**config.mk**
```make
export PLATFORM = sky130hd
export DESIGN_NAME = maq_bcd
export DESIGN_NICKNAME = d
export VERILOG_FILES = /design/src/rtl/maq_bcd.sv
export SDC_FILE = /design/constraint.sdc
export NUM_CORES = 1
export LEC_CHECK = 0
export CORE_ASPECT_RATIO = 0.75
export CORE_MARGIN = 2
export CORE_UTILIZATION = 49
export CTS_CLUSTER_DIAMETER = 150
export CTS_CLUSTER_SIZE = 8
export DETAILED_ROUTE_END_ITERATION = 8
export PLACE_DENSITY = 0.87
export SLEW_MARGIN = 20
export SYNTH_ARGS = -nofsm -noshare
export SYNTH_HDL_FRONTEND = slang
export SYNTH_SLANG_ARGS = --single-unit
```
**constraint.sdc**
```tcl
create_clock -name maqb_clock -period 2.5 [get_ports maqb_clock]
set_input_delay 0.375 -clock maqb_clock [delete_from_list [all_inputs] [get_ports maqb_clock]]
set_output_delay 0.375 -clock maqb_clock [all_outputs]
set_load 0.01 [all_outputs]
```
**src/rtl/maq_bcd.sv**
```systemverilog
// Two-digit BCD modulo counter (0..MODULO-1) with up/down counting, validated load,
// registered wrap/load-error pulses and a combinational terminal count for cascading.
module maq_bcd #(
  parameter int MODULO = 60,
  parameter int MSD_W  = 3
) (
  input  logic             maqb_clock,
  input  logic             maqb_reset,
  input  logic             maqb_enable,
  input  logic             maqb_down,
  input  logic             maqb_load,
  input  logic [3:0]       maqb_load_lsd,
  input  logic [MSD_W-1:0] maqb_load_msd,
  output logic [3:0]       maqb_lsd,
  output logic [MSD_W-1:0] maqb_msd,
  output logic             maqb_carry,
  output logic             maqb_borrow,
  output logic             maqb_load_err,
  output logic             maqb_tc
);

  localparam logic [3:0]       TOP_LSD = 4'((MODULO - 1) % 10);
  localparam logic [MSD_W-1:0] TOP_MSD = MSD_W'((MODULO - 1) / 10);
  localparam logic [7:0]       TOP_VAL = 8'(MODULO - 1);

  logic       at_top;
  logic       at_zero;
  logic [7:0] load_val;
  logic       load_ok;

  assign at_top   = (maqb_lsd == TOP_LSD) && (maqb_msd == TOP_MSD);
  assign at_zero  = (maqb_lsd == 4'd0) && (maqb_msd == '0);
  assign maqb_tc  = maqb_down ? at_zero : at_top;

  // Load value in binary so the range check covers both digits at once.
  assign load_val = 8'(maqb_load_msd) * 8'd10 + 8'(maqb_load_lsd);
  assign load_ok  = (maqb_load_lsd <= 4'd9) && (load_val <= TOP_VAL);

  always_ff @(posedge maqb_clock) begin
    if (!maqb_reset) begin
      maqb_lsd      <= 4'd0;
      maqb_msd      <= '0;
      maqb_carry    <= 1'b0;
      maqb_borrow   <= 1'b0;
      maqb_load_err <= 1'b0;
    end else begin
      maqb_carry    <= 1'b0;
      maqb_borrow   <= 1'b0;
      maqb_load_err <= 1'b0;
      if (maqb_load) begin
        // A rejected load still consumes the cycle, so any tick is dropped.
        if (load_ok) begin
          maqb_lsd <= maqb_load_lsd;
          maqb_msd <= maqb_load_msd;
        end else begin
          maqb_load_err <= 1'b1;
        end
      end else if (maqb_enable) begin
        if (!maqb_down) begin
          if (at_top) begin
            maqb_lsd   <= 4'd0;
            maqb_msd   <= '0;
            maqb_carry <= 1'b1;
          end else if (maqb_lsd == 4'd9) begin
            maqb_lsd <= 4'd0;
            maqb_msd <= maqb_msd + MSD_W'(1);
          end else begin
            maqb_lsd <= maqb_lsd + 4'd1;
          end
        end else begin
          if (at_zero) begin
            maqb_lsd    <= TOP_LSD;
            maqb_msd    <= TOP_MSD;
            maqb_borrow <= 1'b1;
          end else if (maqb_lsd == 4'd0) begin
            maqb_lsd <= 4'd9;
            maqb_msd <= maqb_msd - MSD_W'(1);
          end else begin
            maqb_lsd <= maqb_lsd - 4'd1;
          end
        end
      end
    end
  end

endmodule

```
==> impl_metrics.toml, run 1 <==
[setup_path]
crit_fanout = 3
timing_worst_setup_path_type = "reg -> out"
r2r_slack_ps = 560
crit_chain = "inv_1 > ha_1 > or4b_4 > or3b_4 > nand2_1 > clkbuf_2"
timing.critical_path.from = "maqb_msd[1]$_SDFFE_PN0P_"
ff_to_ff_path_depth = 7
crit_arrival_ps = 1980
worst_setup_path_endpoint = "maqb_tc"
critical_path.reg2reg.endpoint = "maqb_msd[0]$_SDFFE_PN0P_"
rr_startpoint = "maqb_msd[1]$_SDFFE_PN0P_"
critPathCaptureType = "primary output"
worst_setup_path_start_kind = "flip-flop"
timing.critical_path.required_ps = 2120
timing.critical_path.slowest_cell_delay_ps = 470
cp_slowest_cell = "or4b_4"

[power_and_ir_drop]
power.share.switching_pct = 34.9
combinationalPowerShare_pct = 46.4
power.sequential.fraction_pct = 29.8
power.leakage_nw = 0.574
power.internal_uw = 417
peakVddDrop_uv = 258
share_clk_of_total_power_pct = 23.9
power_per_cell_area_nw_per_um2 = 477
power_switching_uw = 223

[sta]
rsz0062_at_grt = "false"
drv_slew = 0
setup_viol = 0
worst_case_clock_skew_ps = 1.51
timing_worst_slew_pin_value_ps = 413
max_slew_margin_pct = 72.4
timing.final.crit_share_pct = 94.4
layout_min_cycle_time_ps = 2360
highest_clock_rate_ghz = 0.424
finalHoldViolations = 0
finalHoldWorstSlack_ps = 606

[cells_and_area]
design_area_sq_um = 1340
num_antenna_cells = 0
most-common-layout-cells = "21 x clkdlybuf4s50_1, 16 x buf_4, 10 x ha_1, 10 x dfxtp_1, 9 x nand2_1"
number_of_filler_cells_placed_in_the_layout = 164
layout_commonest_cell = "clkdlybuf4s50_1"
fin_nets = 176
post_route_cells_drive_above_1_share_pct = 18.4
area_growth_syn_to_layout_pct = 35.1

[drt]
residual_drc_count = 0
routed_via_density = 6.05
via_count = 1065
drt_pre_antenna_iters = 4
wire_per_inst_microns = 16.0
final_antenna_net_count = 0
totalWireLength_mm = 2.81
dr.first_iter.drc_count = 35

[placement]
placed_instance_area_sq_um = 1310
place.port_buffers = 22
routabilityCongestion = 0.862
detailedPlacementHpwl_mm = 2.15

[clock_network]
clock_tree.root_cell = "clkbuf_4"
clk_path_buf_depth = 2
cts_buffers = 3
worstSkewPairLatency_ps = 280
cts_hold_buf = 0
clk_pin_slew_worst_paths_ps = 70
cts.sink_count = 10
cts.htree.levels = 1
cts_tree = "done"
cts_post_setup_buffers_inserted = 0

[synth]
fraction_of_synthesized_cell_area_in_xor_and_xnor_cells_pct = 1.76
synth_edf_count = 0
combinational_family_with_the_most_area_after_synthesis = "compound AO/OA/AOI/OAI gates"
fraction_of_synthesis_flops_using_an_asynchronous_set_or_reset_pin_pct = 0
synth_compound_area_share_pct = 25.9
post_synthesis_share_of_cell_area_spent_on_and_or_nand_and_nor_gates_pct = 22.4
post_synth_inst_count = 117
yosysWarningCount = 0
synth_seq_area_share_pct = 20.2
dominantRegCellSynth = "dfxtp_1"
syn-cell-area_sq_um = 993
synth_cell_type_count = 45
synth_adder_area_share_pct = 14.6
synth_fp_nets = 140
post_synth_mux_area_share_pct = 7.18
post_synth.cell_area_avg_sq_um = 8.49
seq_cells_post_synth = 10

[grt]
grtUsageTotal_pct = 24.5
total_overflow_reported_by_the_global_router = 0
global_route_wire_length_before_repair_mm = 4.55
grt_max_degree = 13
antenna_found_initial = 0
via_count_of_the_first_global_routing_pass = 1037

[floorplanning]
die_y_microns = 43.0
site_row_count = 14
die-area_sq_um = 2410
floorplan.io_pins = 23
core_region_area_sq_um = 1960
initial_standard_cell_utilization_of_the_core_pct = 50.6
die_w_microns = 56.0

[run_status]
run_status = "completed"

[job]
max-cap-violations = 0

[min_path]
min-delay-path-class = "reg -> reg"
## area by class of cell
class / count / area (sq um) / area share (%)
inverters: 7 / 26.3 / 1.96
repair buffers: 38 / 335 / 25.0
flip-flops and latches: 10 / 200 / 14.9
well taps: 24 / 30.0 / 2.24
multi-input cells: 93 / 714 / 53.2
clock buffers: 4 / 36.3 / 2.70
## stage by stage
| step | power (mW) | setup slack (ps) | setup TNS [ps] | util [%] | std cells |
|---|---|---|---|---|---|
| 6_report | 0.640 | 141 | 0 | 68.4 | 176 |
| 5_1_grt | 0.673 | 26.9 | 0 | 68.4 | 176 |
| 4_1_cts | 0.637 | 8.48 | 0 | 68.6 | 176 |
| 3_5_place_dp | 0.487 | -88.6 | -487 | 66.8 | 172 |
| 3_3_place_gp | 0.472 | -21.3 | -24.6 | 66.8 | 172 |
| 2_1_floorplan | 0.365 | 416 | 0 | - | 117 |
## cell families after synthesis
group / after synthesis
AOI/OAI and AO/OA: 35
adders and majority gates: 11
DFF: 10
buffers and inverters: 14
and+or+nand+nor: 38
muxes: 7
xor gates and xnor gates: 2
## power groups by stage
stage | logic, mW | registers (mW) | clock network [mW]
after floorplan | 0.168 | 0.197 | 0
after global placement | 0.280 | 0.192 | 0
after detailed placement | 0.293 | 0.194 | 0
after CTS | 0.294 | 0.190 | 0.153
after global routing | 0.324 | 0.193 | 0.157
final | 0.297 | 0.191 | 0.153
## sequential cells by signal (all words and copies together) (netlist names)
name	cells
maqb_carry	1
maqb_borrow	1
maqb_msd	3
maqb_load_err	1
maqb_lsd	4
## worst max-delay path, delay by kind of cell, from the launching register on
| family | cells | cell delay [ps] |
|---|---|---|
| simple gates | 3 | 990 |
| flops | 1 | 320 |
| buf+inv | 2 | 240 |
| fa+ha+maj | 1 | 150 |
## cell usage after synthesis, drive strengths merged (2+ instances only)
library cell	n	area (sq um)
dfxtp	10	200
nand4	2	12.5
a21oi	4	20.0
nand2	9	33.8
o21ai	7	35.0
a31oi	2	12.5
nor3b	2	15.0
ha	10	125
o211ai	7	52.6
mux2i	6	60.1
inv	6	22.5
a21o	2	15.0
nor2b	5	31.3
clkbuf	4	25.0
and3b	2	17.5
xnor2	2	17.5
nand3	2	10.0
nor2	5	18.8
buf	3	27.5
nor3	4	20.0
a21boi	2	18.8
## timing repair
item	in CTS	in global routing
endpoints found under the hold margin	0	0
endpoints found under the setup margin	1	1
gates resized for setup	1	2
## worst min path at each step
stage,start,endpoint,depth (start not counted)
4_1_cts,maqb_msd[2]$_SDFFE_PN0P_,maqb_msd[2]$_SDFFE_PN0P_,2
3_5_place_dp,maqb_msd[2]$_SDFFE_PN0P_,maqb_msd[2]$_SDFFE_PN0P_,2
6_report,maqb_msd[2]$_SDFFE_PN0P_,maqb_msd[2]$_SDFFE_PN0P_,2
2_1_floorplan,maqb_msd[1]$_SDFFE_PN0P_,maqb_msd[1]$_SDFFE_PN0P_,2
5_1_grt,maqb_msd[1]$_SDFFE_PN0P_,maqb_msd[1]$_SDFFE_PN0P_,3
3_3_place_gp,maqb_msd[2]$_SDFFE_PN0P_,maqb_msd[2]$_SDFFE_PN0P_,2
## layer usage
layer | up-vias | share of wire [%] | track usage [%]
li1 | 505 | - | -
met1 | 516 | 44 | 30.4
met2 | 39 | 50 | 43.8
met3 | 5 | 4.5 | 3.05
met4 | 0 | 1.4 | 9.05
met5 | - | 0 | 0
Note: power is estimated with default switching activity, not from simulation.
==> run 2: changes to the inputs <==
- CORE_UTILIZATION: 49 -> 44
- PLACE_DENSITY: 0.87 -> 0.83
- clock period: 2.5 -> 2.1 ns (I/O delays scaled with it)
==> impl_metrics.toml, run 2 (synthesis results as in run 1) <==
[setup_path]
critical_path.reg2reg.endpoint = "maqb_msd[0]$_SDFFE_PN0P_"
crit_arrival_ps = 1880
crit_chain = "inv_2 > ha_1 > or4b_4 > or3b_4 > nand2_2 > buf_6"
critPathCaptureType = "primary output"
timing.critical_path.required_ps = 1780
worst_setup_path_endpoint = "maqb_tc"
timing_worst_setup_path_type = "reg -> out"
timing.critical_path.from = "maqb_msd[0]$_SDFFE_PN0P_"
cpLargestDelayFamily = "simple AND/OR/NAND/NOR gates"
worst_setup_path_start_kind = "flip-flop"
ff_to_ff_path_depth = 9
cp.depth = 6
cp_num_buf_inv = 2
crit_fanout = 2
cp_slowest_cell = "or4b_4"
timing.critical_path.slowest_cell_delay_ps = 460
rr_startpoint = "maqb_msd[0]$_SDFFE_PN0P_"
r2r_slack_ps = -40

[job]
max-cap-violations = 0

[clock_network]
cts_tree = "done"
cts_buffers = 3
cts.htree.levels = 1
clk_path_buf_depth = 2
clock_tree.root_cell = "clkbuf_4"
cts.sink_count = 10
clk_pin_slew_worst_paths_ps = 80
cts_hold_buf = 0
worstSkewPairLatency_ps = 290

[sta]
max_slew_margin_pct = 67.7
highest_clock_rate_ghz = 0.456
timing_worst_slew_pin_value_ps = 483
finalHoldViolations = 0
layout_min_cycle_time_ps = 2190
setup_viol = 2
rsz0062_at_grt = "true"
timing.final.crit_share_pct = 104
timing.final.ws_setup_ps = -92.6
finalHoldWorstSlack_ps = 525
drv_slew = 0
worst_case_clock_skew_ps = 7.53

[placement]
dp.cells = 178
detailedPlacementHpwl_mm = 2.25
place.port_buffers = 22
routabilityCongestion = 0.853
post-place-ws_ps = -604

[drt]
met3WireLength_microns = 232
final_antenna_net_count = 0
met2RoutedLength_mm = 1.74
dr.first_iter.drc_count = 71
residual_drc_count = 0
routed_via_density = 6.12
route.layer.met1.wl_mm = 1.38
via_count = 1162
wire_per_inst_microns = 18.1
drt_pre_antenna_iters = 4
totalWireLength_mm = 3.44
dr.max_layer_used = "met4"

[power_and_ir_drop]
peakVddDrop_uv = 327
power.leakage_nw = 0.650
power_per_cell_area_nw_per_um2 = 563

[cells_and_area]
post_route_cells_drive_above_1_share_pct = 33.1
area_growth_syn_to_layout_pct = 53.4
regs_by_ff_count = "maqb_lsd (4), maqb_msd (3)"
num_antenna_cells = 0
largest_register = "maqb_lsd"
fin_nets = 190
final_core_util_pct = 73.7
most-common-layout-cells = "28 x buf_4, 16 x clkdlybuf4s50_1, 8 x nand2_1, 8 x dfxtp_1"
largest_reg_flops = 4
multi_input_comb_area_sq_um = 787
number_of_filler_cells_placed_in_the_layout = 153
layoutNonFillerInstCount = 190
layout.area.seq_sq_um = 203
layout_commonest_cell = "buf_4"

[floorplanning]
initial_standard_cell_utilization_of_the_core_pct = 48.1
die_y_microns = 45.2
site_row_count = 14
core_region_area_sq_um = 2070
floorplan.io_pins = 23
die_w_microns = 58.9
die-area_sq_um = 2660

[run_status]
run_status = "finished, violations left"
failing_checks = "setup timing"

[grt]
via_count_of_the_first_global_routing_pass = 1138
total_overflow_reported_by_the_global_router = 0
global_route_wire_length_before_repair_mm = 5.46
antenna_found_initial = 0
grt_max_degree = 13
grtUsageTotal_pct = 27.8

[min_path]
min-delay-path-class = "in -> reg"
-- run 2: changes by cell type in the layout (fill, tap and decap cells not counted), moves of 3 or more --
cell             previous run  this run
clkdlybuf4s50_1            21        16
ha_4                        0         4
ha_1                       10         5
buf_4                      16        28
buf_6                       0         3
-- run 2: metrics by stage --
step	instance area [sq um]	TNS, ps	total power, mW
final	1520	-135	0.858
after global routing	1520	-312	0.896
after CTS	1500	-57.2	0.821
after detailed placement	1360	-4210	0.600
after global placement	1360	-2960	0.581
after floorplan	993	0	0.435
-- run 2: worst min path at each step --
stage | slack, ps | cells after the start | endpoint | startpoint
2_1_floorplan | 490 | 2 | maqb_msd[2]$_SDFFE_PN0P_ | maqb_reset
3_3_place_gp | 590 | 3 | maqb_msd[1]$_SDFFE_PN0P_ | maqb_msd[1]$_SDFFE_PN0P_
3_5_place_dp | 610 | 3 | maqb_msd[1]$_SDFFE_PN0P_ | maqb_msd[1]$_SDFFE_PN0P_
4_1_cts | 510 | 4 | maqb_lsd[1]$_SDFFE_PN0P_ | maqb_load_lsd[1]
5_1_grt | 590 | 4 | maqb_lsd[1]$_SDFFE_PN0P_ | maqb_load_lsd[1]
6_report | 530 | 4 | maqb_lsd[1]$_SDFFE_PN0P_ | maqb_load_lsd[1]
-- run 2: final cells by class --
class	count	area share [%]
Clock buffer	4	2.38
Inverter	7	1.72
Multi-Input combinational cell	93	51.6
Sequential cell	10	13.3
Tap cell	24	1.97
Timing Repair Buffer	52	29.0
-- run 2: power breakdown --
part	internal, mW	total [mW]	switching (mW)	leakage, nW
clock	0.106	0.190	0.0848	0.0210
sequential	0.208	0.222	0.0142	0.0830
combinational	0.236	0.445	0.209	0.546
total	0.549	0.858	0.308	0.650
-- run 2: timing repair --
item                                    CTS  global route
cloned                                    0             0
buffers inserted                          7             1
pin swaps                                 9             6
endpoints found under the setup margin    8             4
hold endpoints to repair                  0             0
gates resized for setup                  29             5
-- run 2: layer usage --
layer  vias up  track usage (%)
li1        539                -
met1       541             34.0
met2        71             50.2
met3        11             1.72
met4         0             13.2
met5         -                0
-- run 2: worst reg2reg max path, cell delays in order (launching register included) --
cell	delay [ps]
dfxtp_2	330
inv_2	60
ha_1	140
or4b_4	460
or3b_4	430
buf_6	130
buf_4	130
a21boi_2	130
o211ai_1	100
mux2i_1	160
